### src/rtl/gpio_input_port.sv
// gpio_input_port
//   Memory-mapped single-pin GPIO input peripheral. Synchronises an external
//   pin, optionally debounces it, latches rising/falling edges into sticky
//   write-1-to-clear status flags and raises a level interrupt for enabled
//   flags.
//
//   Register map (full 32-bit address compare, anything else reads 0):
//     BASE_ADDR+0  DATA    RO  {30'b0, sync1, level}
//     BASE_ADDR+4  STATUS  W1C {30'b0, fall, rise}
//     BASE_ADDR+8  CTRL    RW  {30'b0, fall_ie, rise_ie}
//
//   Build option: define GPIO_IN_DEBOUNCE_EN to insert the debounce counter
//   (DEBOUNCE_CYCLES / CNT_W take effect). Without it, level follows the
//   synchronised pin every cycle.
//
//   Ports:
//     CLK     clock
//     reset   asynchronous, active-high reset
//     WE      write enable from memory stage
//     A       memory-mapped address
//     WD      write data
//     pin_in  asynchronous external pin
//     RD      registered read data (1-cycle latency)
//     irq     level interrupt, active-high, decoded from registers only
module gpio_input_port #(
   parameter logic [31:0] BASE_ADDR       = 32'h8000_0010,
   parameter int unsigned DEBOUNCE_CYCLES = 4,
   parameter int unsigned CNT_W           = 16
) (
   input  logic        CLK,
   input  logic        reset,
   input  logic        WE,
   input  logic [31:0] A,
   input  logic [31:0] WD,
   input  logic        pin_in,
   output logic [31:0] RD,
   output logic        irq
);

   localparam logic [31:0] ADDR_DATA   = BASE_ADDR;
   localparam logic [31:0] ADDR_STATUS = BASE_ADDR + 32'd4;
   localparam logic [31:0] ADDR_CTRL   = BASE_ADDR + 32'd8;

   // Reject configurations the debounce counter cannot represent.
   if (DEBOUNCE_CYCLES < 1 || CNT_W < 1 ||
       (CNT_W < 32 && (64'(DEBOUNCE_CYCLES - 1) >> CNT_W) != 64'd0)) begin : g_param_check
      $error("gpio_input_port: DEBOUNCE_CYCLES must be >= 1 and DEBOUNCE_CYCLES-1 must fit in CNT_W bits");
   end

   logic        sync0;
   logic        sync1;
   logic        level;
   logic        level_nxt;
   logic        rise;
   logic        fall;
   logic        rise_ie;
   logic        fall_ie;
   logic        rise_set;
   logic        fall_set;
   logic        sel_data;
   logic        sel_status;
   logic        sel_ctrl;
   logic        wr_status;
   logic        wr_ctrl;
   logic [31:0] rd_nxt;

   // Only WD[1:0] carry register content.
   logic        unused_wd_hi;
   assign unused_wd_hi = ^WD[31:2];

   // ------------------------------------------------------------------
   // Two-flop synchroniser; sync1 is the only pin-derived signal used.
   // ------------------------------------------------------------------
   always_ff @(posedge CLK or posedge reset) begin
      if (reset) begin
         sync0 <= 1'b0;
         sync1 <= 1'b0;
      end else begin
         sync0 <= pin_in;
         sync1 <= sync0;
      end
   end

   // ------------------------------------------------------------------
   // Accepted level: debounced or straight from the synchroniser.
   // ------------------------------------------------------------------
`ifdef GPIO_IN_DEBOUNCE_EN
   localparam logic [CNT_W-1:0] CNT_LAST = CNT_W'(DEBOUNCE_CYCLES - 1);

   logic [CNT_W-1:0] cnt;
   logic [CNT_W-1:0] cnt_nxt;

   // A sample that returns to the current level restarts the count, so only
   // DEBOUNCE_CYCLES consecutive differing samples change the level.
   always_comb begin
      level_nxt = level;
      cnt_nxt   = cnt;
      if (sync1 == level) begin
         cnt_nxt = '0;
      end else if (cnt == CNT_LAST) begin
         level_nxt = sync1;
         cnt_nxt   = '0;
      end else begin
         cnt_nxt = cnt + 1'b1;
      end
   end

   always_ff @(posedge CLK or posedge reset) begin
      if (reset) begin
         cnt <= '0;
      end else begin
         cnt <= cnt_nxt;
      end
   end
`else
   assign level_nxt = sync1;
`endif

   // Edge detection on the level transition itself, so the flag sets on the
   // same edge the level changes.
   assign rise_set = level_nxt & ~level;
   assign fall_set = ~level_nxt & level;

   // ------------------------------------------------------------------
   // Bus decode and read mux (pre-write register values).
   // ------------------------------------------------------------------
   assign sel_data   = (A == ADDR_DATA);
   assign sel_status = (A == ADDR_STATUS);
   assign sel_ctrl   = (A == ADDR_CTRL);
   assign wr_status  = WE & sel_status;
   assign wr_ctrl    = WE & sel_ctrl;

   always_comb begin
      rd_nxt = '0;
      if (sel_data) begin
         rd_nxt[1:0] = {sync1, level};
      end else if (sel_status) begin
         rd_nxt[1:0] = {fall, rise};
      end else if (sel_ctrl) begin
         rd_nxt[1:0] = {fall_ie, rise_ie};
      end
   end

   // ------------------------------------------------------------------
   // Level, sticky flags, control and registered read data.
   // ------------------------------------------------------------------
   always_ff @(posedge CLK or posedge reset) begin
      if (reset) begin
         level   <= 1'b0;
         rise    <= 1'b0;
         fall    <= 1'b0;
         rise_ie <= 1'b0;
         fall_ie <= 1'b0;
         RD      <= '0;
      end else begin
         level <= level_nxt;
         // A new edge on the same cycle as a W1C keeps the flag set.
         rise  <= rise_set | (rise & ~(wr_status & WD[0]));
         fall  <= fall_set | (fall & ~(wr_status & WD[1]));
         if (wr_ctrl) begin
            rise_ie <= WD[0];
            fall_ie <= WD[1];
         end
         RD <= rd_nxt;
      end
   end

   // Decoded from flops only, so it cannot glitch.
   assign irq = (rise & rise_ie) | (fall & fall_ie);

endmodule

### config.mk
export PLATFORM = sky130hd
export DESIGN_NAME = gpio_input_port
export DESIGN_NICKNAME = d
export VERILOG_FILES = /design/src/rtl/gpio_input_port.sv
export SDC_FILE = /design/constraint.sdc
export NUM_CORES = 1
export LEC_CHECK = 0
export CAP_MARGIN = 5
export CORE_MARGIN = 5
export CORE_UTILIZATION = 24
export CTS_BUF_LIST = sky130_fd_sc_hd__clkbuf_16
export DETAILED_ROUTE_END_ITERATION = 10
export HOLD_SLACK_MARGIN = 0.03
export PLACE_DENSITY = 0.76
export SYNTH_ARGS = -nofsm -noshare
export SYNTH_HDL_FRONTEND = slang
export SYNTH_SLANG_ARGS = --single-unit
### constraint.sdc
create_clock -name CLK -period 0.9 [get_ports CLK]
set_input_delay 0.09 -clock CLK [delete_from_list [all_inputs] [get_ports CLK]]
set_output_delay 0.09 -clock CLK [all_outputs]
set_load 0.01 [all_outputs]
==> results.txt, run 1 <==
- The flow ran to the end, but the final reports show violations.
* Violations in the final reports: negative setup slack
* Routed length per placed instance: 13.5 um
* Final hold slack: 117 ps
- Number of storage elements in the synthesis netlist: 9
- Derived from the worst setup path, the maximum achievable clock frequency is 798 MHz.
- The first global-routing pass estimated 3130 um of wire.
* Number of buffers added to fix hold violations after cts: 0
- Compared with the post-synthesis result, the final layout area differs by 74.2%.
* Area of the die: 0.00426 mm2
- The most common cell in the synthesized netlist is sky130_fd_sc_hd__buf_4.
- Post-route setup slack: -353 ps
* Crit path capture: fall
- Total of fill cells in the finished design: 312
- The initialized floorplan defines 20 standard-cell rows.
- Summed over all failing endpoints, the final setup total negative slack is -1650 ps.
* Compound-gate portion of the synthesized area: 0.0546
- Endpoint of the worst-slack reg-to-reg timing path: RD[0]
* Power consumption: 1.48 mW
- In this run the vertical extent of the chip is 65.3 um.
* Setup clock skew after layout: 1.15 ps
* Worst vdd rail ir drop: 724 uV
* CTS Root Cell: sky130_fd_sc_hd__clkbuf_16
- Of all flip-flops after synthesis, the portion carrying an async set or reset was 1.00.
* Final non-filler cell area: 0.00128 mm2
* Worst-Skew Late Latency: 230 ps
* Fraction of post-synthesis cell area in the top cell type by area: 0.307
- In this run, the number of DRC markers left after iteration 0 of detailed routing was 5.
- Chip Width: 65.3 um
- Cell types with the highest counts after synthesis: sky130_fd_sc_hd__buf_4 (30), sky130_fd_sc_hd__dfrtp_1 (9), sky130_fd_sc_hd__inv_1 (3), sky130_fd_sc_hd__nor4_1 (3), sky130_fd_sc_hd__nor4_2 (3)
- The number of antenna violations at the first check in global routing was 0.
- Share of the synthesized netlist area taken by xor and xnor gates: 0
* Initial standard-cell utilization of the core: 0.244
- During synthesis, Yosys emitted a total of 0 warnings.
- At the end of the flow, the number of nets in the layout was 201.
* Main area contributors after synthesis: sky130_fd_sc_hd__buf_4 (31%), sky130_fd_sc_hd__dfrtp_1 (31%), sky130_fd_sc_hd__nor4_2 (5.1%)
* Worst setup path class: input pin to register
* Path category of the worst min-delay check: input pin to async pin
* Count of final max-slew check failures: 0
* Simple-gate area share of the yosys netlist: 0.253
* Maximum number of pins on one net before global-route repair: 10
* Multi-input logic area: 502 um2
- Number of enable flip-flop cells after synthesis: 0
- Total wire length after detailed routing: 2230 um
- 0 antenna diodes ended up in the layout.
- Data arrives at the worst endpoint at 1370 ps.
- Worst Setup End Kind: register
- Adder-cell area share of the yosys netlist: 0
- Among all flip-flop cells after synthesis, the most frequent one is sky130_fd_sc_hd__dfrtp_1.
- Storage cell area: 225 um2
* Number of max-capacitance violations reported: 0
- Tracing the worst setup path back leads to its startpoint at A[29].
- Setup repair after global routing could not meet its margin everywhere.
- Along the worst path, the maximum fanout reaches 2.
- After floorplanning, the core was sized to cover 0.00300 mm2.
* Grt total ovfl: 0
- Standby leakage power: 0.631 nW
- Averaged over all synthesized cells, the footprint is 9.78 um2.
- The wire-length estimate of the detail-placed layout is 1860 um.
- CTS tree: done
- Summing over every cut layer, the via total after detailed routing is 646.
* Leading area contributor after synthesis: sky130_fd_sc_hd__buf_4
- Gate count of the mapped netlist: 75
* IO Pins: 101
- Reg-to-reg slack, setup: -100 ps
- Endpoints failing hold: 0
- Count of different cell masters after synthesis: 23
- Iteration count of the initial detailed-routing pass: 5
- Layout cells sized above 1: 0.439
* Beginning of the worst register-to-register path: rise_ie
- Clock-pin slew on the worst setup and hold paths: 40 ps
- Period utilisation layout: 1.39
- CP startpoint kind: input pin
* Port Buffers: 40
- Measured in cells, the most critical reg-to-reg path has a length of 5.
- For the worst setup path, the data required time is 1020 ps.
- GPL Wtd Cong: 0.843
- Buffer depth of the longest clock path: 2
- Vias in the first global route: 649
* Number of remaining DRC errors: 0
- Syn Std Cell Area: 733 um2
- Setup violations remaining at the end of the flow were counted as 7.
- Number of sinks on the clock net: 9
- Share of synthesized area occupied by flip-flops and latches: 0.307
- Post-detailed-placement cell area: 0.00118 mm2
* Number of buffers created by CTS: 3
* Post-DR vias/cell: 3.92
* Crit path time final: 1250 ps
* Tot GR Track Use: 0.100
- Measured against the total synthesized area, the mux share comes to 0.0580.
- In this run the power density over the cells is 1160 mW/mm2.
- Count of H-tree levels built during CTS: 1
* Main combinational cell family by area after synthesis: buffers and inverters
* Antenna Nets Post-Route: 0
placed cells by master (no fill, tap or decap), drive strengths merged:
cell type / instances
nand4: 3
nand2: 2
clkdlybuf4s50: 4
nor4: 7
nor2: 2
a22o: 2
conb: 30
mux2i: 2
nor2b: 2
a21oi: 2
clkdlybuf4s15: 5
nand2b: 1
mux2: 2
dlygate4sd2: 7
o31ai: 1
dfrtp: 9
clkbuf: 5
nor4b: 1
buf: 36
or3: 1
o21ai: 1
inv: 4
nor3: 2
and3b: 1
cell type report:
cell class	count	area share
inverters	3	0.00881
clock buffers	3	0.0588
multi-input cells	62	0.393
repair buffers	54	0.328
well taps	33	0.0323
clock inverters	1	0.00294
flip-flops and latches	9	0.176
worst min path at each step:
stage,startpoint,endpoint,slack [ps],cells after the start
2_1_floorplan,reset,RD[0],-80,1
6_report,reset,rise_ie,120,2
4_1_cts,reset,rise_ie,130,2
5_1_grt,reset,fall_ie,160,2
3_3_place_gp,sync0,level_nxt,340,0
3_5_place_dp,sync0,level_nxt,340,0
per-stage QoR:
step                worst slack, ps  cells  utilization
global route                   -380    165        0.425
global placement               -858    158        0.392
finish                         -353    165        0.425
CTS                            -358    165        0.423
detailed placement             -938    158        0.392
floorplan                      -363    104            -
layer usage:
metal  wire, um  part of all wire  track usage  vias to the layer above
li1           -                 -            -                      315
met1        697              0.31       0.0891                      300
met2       1370              0.61        0.198                       27
met3        135             0.061       0.0376                        4
met4         27             0.012       0.0389                        0
met5          0                 0            0                        -
power breakdown:
| group | switching (mW) | internal [mW] | leakage (nW) |
|---|---|---|---|
| clock network | 0.189 | 0.580 | 0.0423 |
| logic | 0.159 | 0.138 | 0.480 |
| registers | 0.00514 | 0.414 | 0.108 |
worst max-delay path: stages:
cell                      delay, ps
sky130_fd_sc_hd__buf_6          100
sky130_fd_sc_hd__nor4_4         280
sky130_fd_sc_hd__buf_4          150
sky130_fd_sc_hd__nand4_1        170
sky130_fd_sc_hd__or3_1          400
sky130_fd_sc_hd__a22o_1         180
flip-flops by register name, summed over array words and instances, names as in the netlist:
signal	cells
RD	2
fall	1
fall_ie	1
level	1
level_nxt	1
rise	1
rise_ie	1
sync0	1
timing repair:
action,CTS,global route
buffers inserted,3,0
pin swaps,18,9
resized for setup,123,11
endpoints found under the setup margin,9,8
cells by family (layout without fill, tap and decap cells):
kind of cell           count (synthesis)  count (layout)
AND/OR/NAND/NOR                       22              22
AO/OA/AOI/OAI                          6               6
buffers and inverters                 33              61
flip-flops                             9               9
other                                  1              30
multiplexers                           4               4
(Power assumes the default switching activity.)
==> run 2, diff against run 1 <==
- GPL_TIMING_DRIVEN: unset -> 1
==> results of run 2 <==
Final layout, timing and power as in run 1 (identical DEF).
==> run 3, diff against run 2 <==
- CORE_ASPECT_RATIO: unset -> 1.4
==> results.txt, run 3 (synthesis results as in run 1) <==
- Status: finished with violations
- The final reports fail on negative setup slack.
- Standby leakage power: 0.629 nW (-0.21%)
- Setup repair after global routing could not meet its margin everywhere.
* Post-route setup slack: -370 ps (-17.8 ps)
- Largest register by flop count: RD
* Vias after detailed routing: 696 (+7.7%)
- Number of max-capacitance violations reported: 0 (unchanged)
- The peak supply drop came to 978 uV (+35%).
* Path category of the worst min-delay check: input pin to async pin
* GPL Wtd Cong: 0.913 (+8.3%)
- The worst setup path is launched from an input pin.
* Post-DR vias/cell: 4.12 (+5.2%)
- The wire length of the first global-routing pass was 3660 um (+17%).
- CTS Root Cell: sky130_fd_sc_hd__clkbuf_16
- Critical path origin: A[18]
- The number of nets with antenna violations after routing came to 0 (unchanged).
- The area of the core came to 0.00291 mm2 (-3.2%).
* Ant diodes: 0 (unchanged)
* Period utilisation layout: 1.41 (+0.0198)
- Power consumption: 1.49 mW (+0.48%)
- The maximum clock insertion buffer count was 2 (unchanged).
* R2r worst-path depth: 3 (-2)
* Crit path time final: 1270 ps (+17.8 ps)
- The H-tree depth came to 1 (unchanged).
- Final non-filler cell area: 0.00130 mm2 (+1.5%)
- STA classifies the critical path endpoint as a register.
* Count of final max-slew check failures: 0 (unchanged)
- The final setup violation count came to 7 (unchanged).
- Y dimension of the die: 75.4 um (+16%)
* Grt total ovfl: 0 (unchanged)
- The endpoint identified for the worst register-to-register timing path is rise_ie.
* Worst path required time: 1020 ps (about the same)
* Vias in the first global route: 783 (+21%)
- Chip Width: 56.7 um (-13%)
* Initial standard-cell utilization of the core: 0.252 (+0.00809)
- Maximum fanout encountered on the critical timing path: 2 (unchanged)
- Iteration count of the initial detailed-routing pass: 2 (-3)
* Number of buffers created by CTS: 3 (unchanged)
- Drt first-iter violations: 20 (+15)
* Number of rows in the core area: 23 (+15%)
- Worst setup path class: input pin to register
- Port Buffers: 40 (unchanged)
* Beginning of the worst register-to-register path: rise_ie
* Post-detailed-placement cell area: 0.00118 mm2 (+0.42%)
- DPL Wire Length: 1860 um (+0.31%)
- Post-synthesis to final-layout area growth: 76.8%
- Clock-pin slew on the worst setup and hold paths: 40 ps (about the same)
- Number of sinks on the clock net: 9 (unchanged)
- Reg-to-reg slack, setup: -120 ps (-20 ps)
- The routed wirelength normalized by instance count came to 14.4 um (+6.7%).
- The number of nets in the final layout is 201 (unchanged).
* Number of remaining DRC errors: 0 (unchanged)
- The die footprint came to 0.00428 mm2 (+0.38%).
* Endpoints failing hold: 0 (unchanged)
- The arrival time at the worst endpoint is 1390 ps (+20 ps).
* Pwr dens: 1150 mW/mm2 (-0.98%)
- Setup clock skew after layout: 3.03 ps (+1.88 ps)
- Layout cells sized above 1: 0.455 (+0.0152)
- The final standard cell utilization of the core was 0.446 (+0.0206).
- Upper clock frequency limit: 787 MHz (-1.4%)
- The wire length reported by the detailed router is 2440 um (+9.3%).
- The number of antenna violations at the first check in global routing is 0 (unchanged).
- TritonCTS built the clock tree.
* Flip-flop count of the largest register after layout: 2 (unchanged)
- Worst-Skew Late Latency: 230 ps (about the same)
* Top library cells by usage in the layout, fill and taps aside: sky130_fd_sc_hd__conb_1 (30), sky130_fd_sc_hd__buf_2 (16), sky130_fd_sc_hd__buf_4 (12)
* IO Pins: 101 (unchanged)
- The global router's overall resource usage was 0.112 (+0.0114).
- The library cell used most frequently in the layout, excluding fill and tap cells, is sky130_fd_sc_hd__conb_1.
- Maximum number of pins on one net before global-route repair: 10 (unchanged)
==> run 3: cell types whose count changed in the layout (fill, tap and decap cells not counted) <==
cell / before / now
sky130_fd_sc_hd__a21oi_1: 1 / 0
sky130_fd_sc_hd__buf_4: 11 / 12
sky130_fd_sc_hd__a21oi_2: 1 / 2
sky130_fd_sc_hd__clkdlybuf4s15_1: 5 / 6
sky130_fd_sc_hd__buf_2: 17 / 16
sky130_fd_sc_hd__dlygate4sd2_1: 7 / 5
sky130_fd_sc_hd__buf_8: 0 / 1
==> run 3: how the worst max path moves through the flow <==
stage | end | slack (ps) | depth (start not counted)
after CTS | fall_ie | -360 | 5
after global placement | fall_ie | -850 | 5
after floorplan | fall_ie | -360 | 4
final | fall | -370 | 6
after global routing | fall | -400 | 6
after detailed placement | rise_ie | -890 | 5
==> run 3: timing repair <==
item / CTS / global route
buffers inserted: 2 / 2
setup endpoints to repair: 9 / 9
resized for setup: 133 / 7
pin swaps: 16 / 7
cloned: 0 / 0
hold buffers: 0 / 0
==> run 3: worst max-delay path, stage by stage <==
cell,delay (ps)
sky130_fd_sc_hd__buf_2,120
sky130_fd_sc_hd__nor4_4,270
sky130_fd_sc_hd__nand4_2,180
sky130_fd_sc_hd__buf_4,180
sky130_fd_sc_hd__or3_1,340
sky130_fd_sc_hd__a22o_1,220
==> run 3: layout make-up <==
type	count	area (um2)
Sequential cell	9	225
Clock buffer	3	75.1
Timing Repair Buffer	54	429
Inverter	3	11.3
Multi-Input combinational cell	62	505
Clock inverter	1	3.75
Fill cell	295	1610
Tap cell	37	46.3
==> run 3: power breakdown <==
group          leakage (nW)  switching [mW]  internal [mW]
sequential            0.108         0.00454          0.414
combinational         0.478           0.162          0.144
clock                0.0423           0.188          0.580
==> run 3: layer usage <==
layer  GRT usage  wire [um]  vias to the layer above
met5           0          0                        -
met2       0.217       1280                       60
li1            -          -                      314
met4      0.0554         65                        0
met1      0.0994        752                      316
met3      0.0441        333                        6
==> run 3: metrics by stage <==
| stage | instances | worst slack [ps] | hold slack [ps] | TNS [ps] |
|---|---|---|---|---|
| floorplan | 104 | -363 | -82.1 | -1100 |
| global placement | 162 | -846 | 335 | -4710 |
| detailed placement | 162 | -891 | 340 | -4990 |
| CTS | 168 | -359 | 132 | -1570 |
| global route | 169 | -405 | 184 | -2040 |
| finish | 169 | -370 | 122 | -1730 |
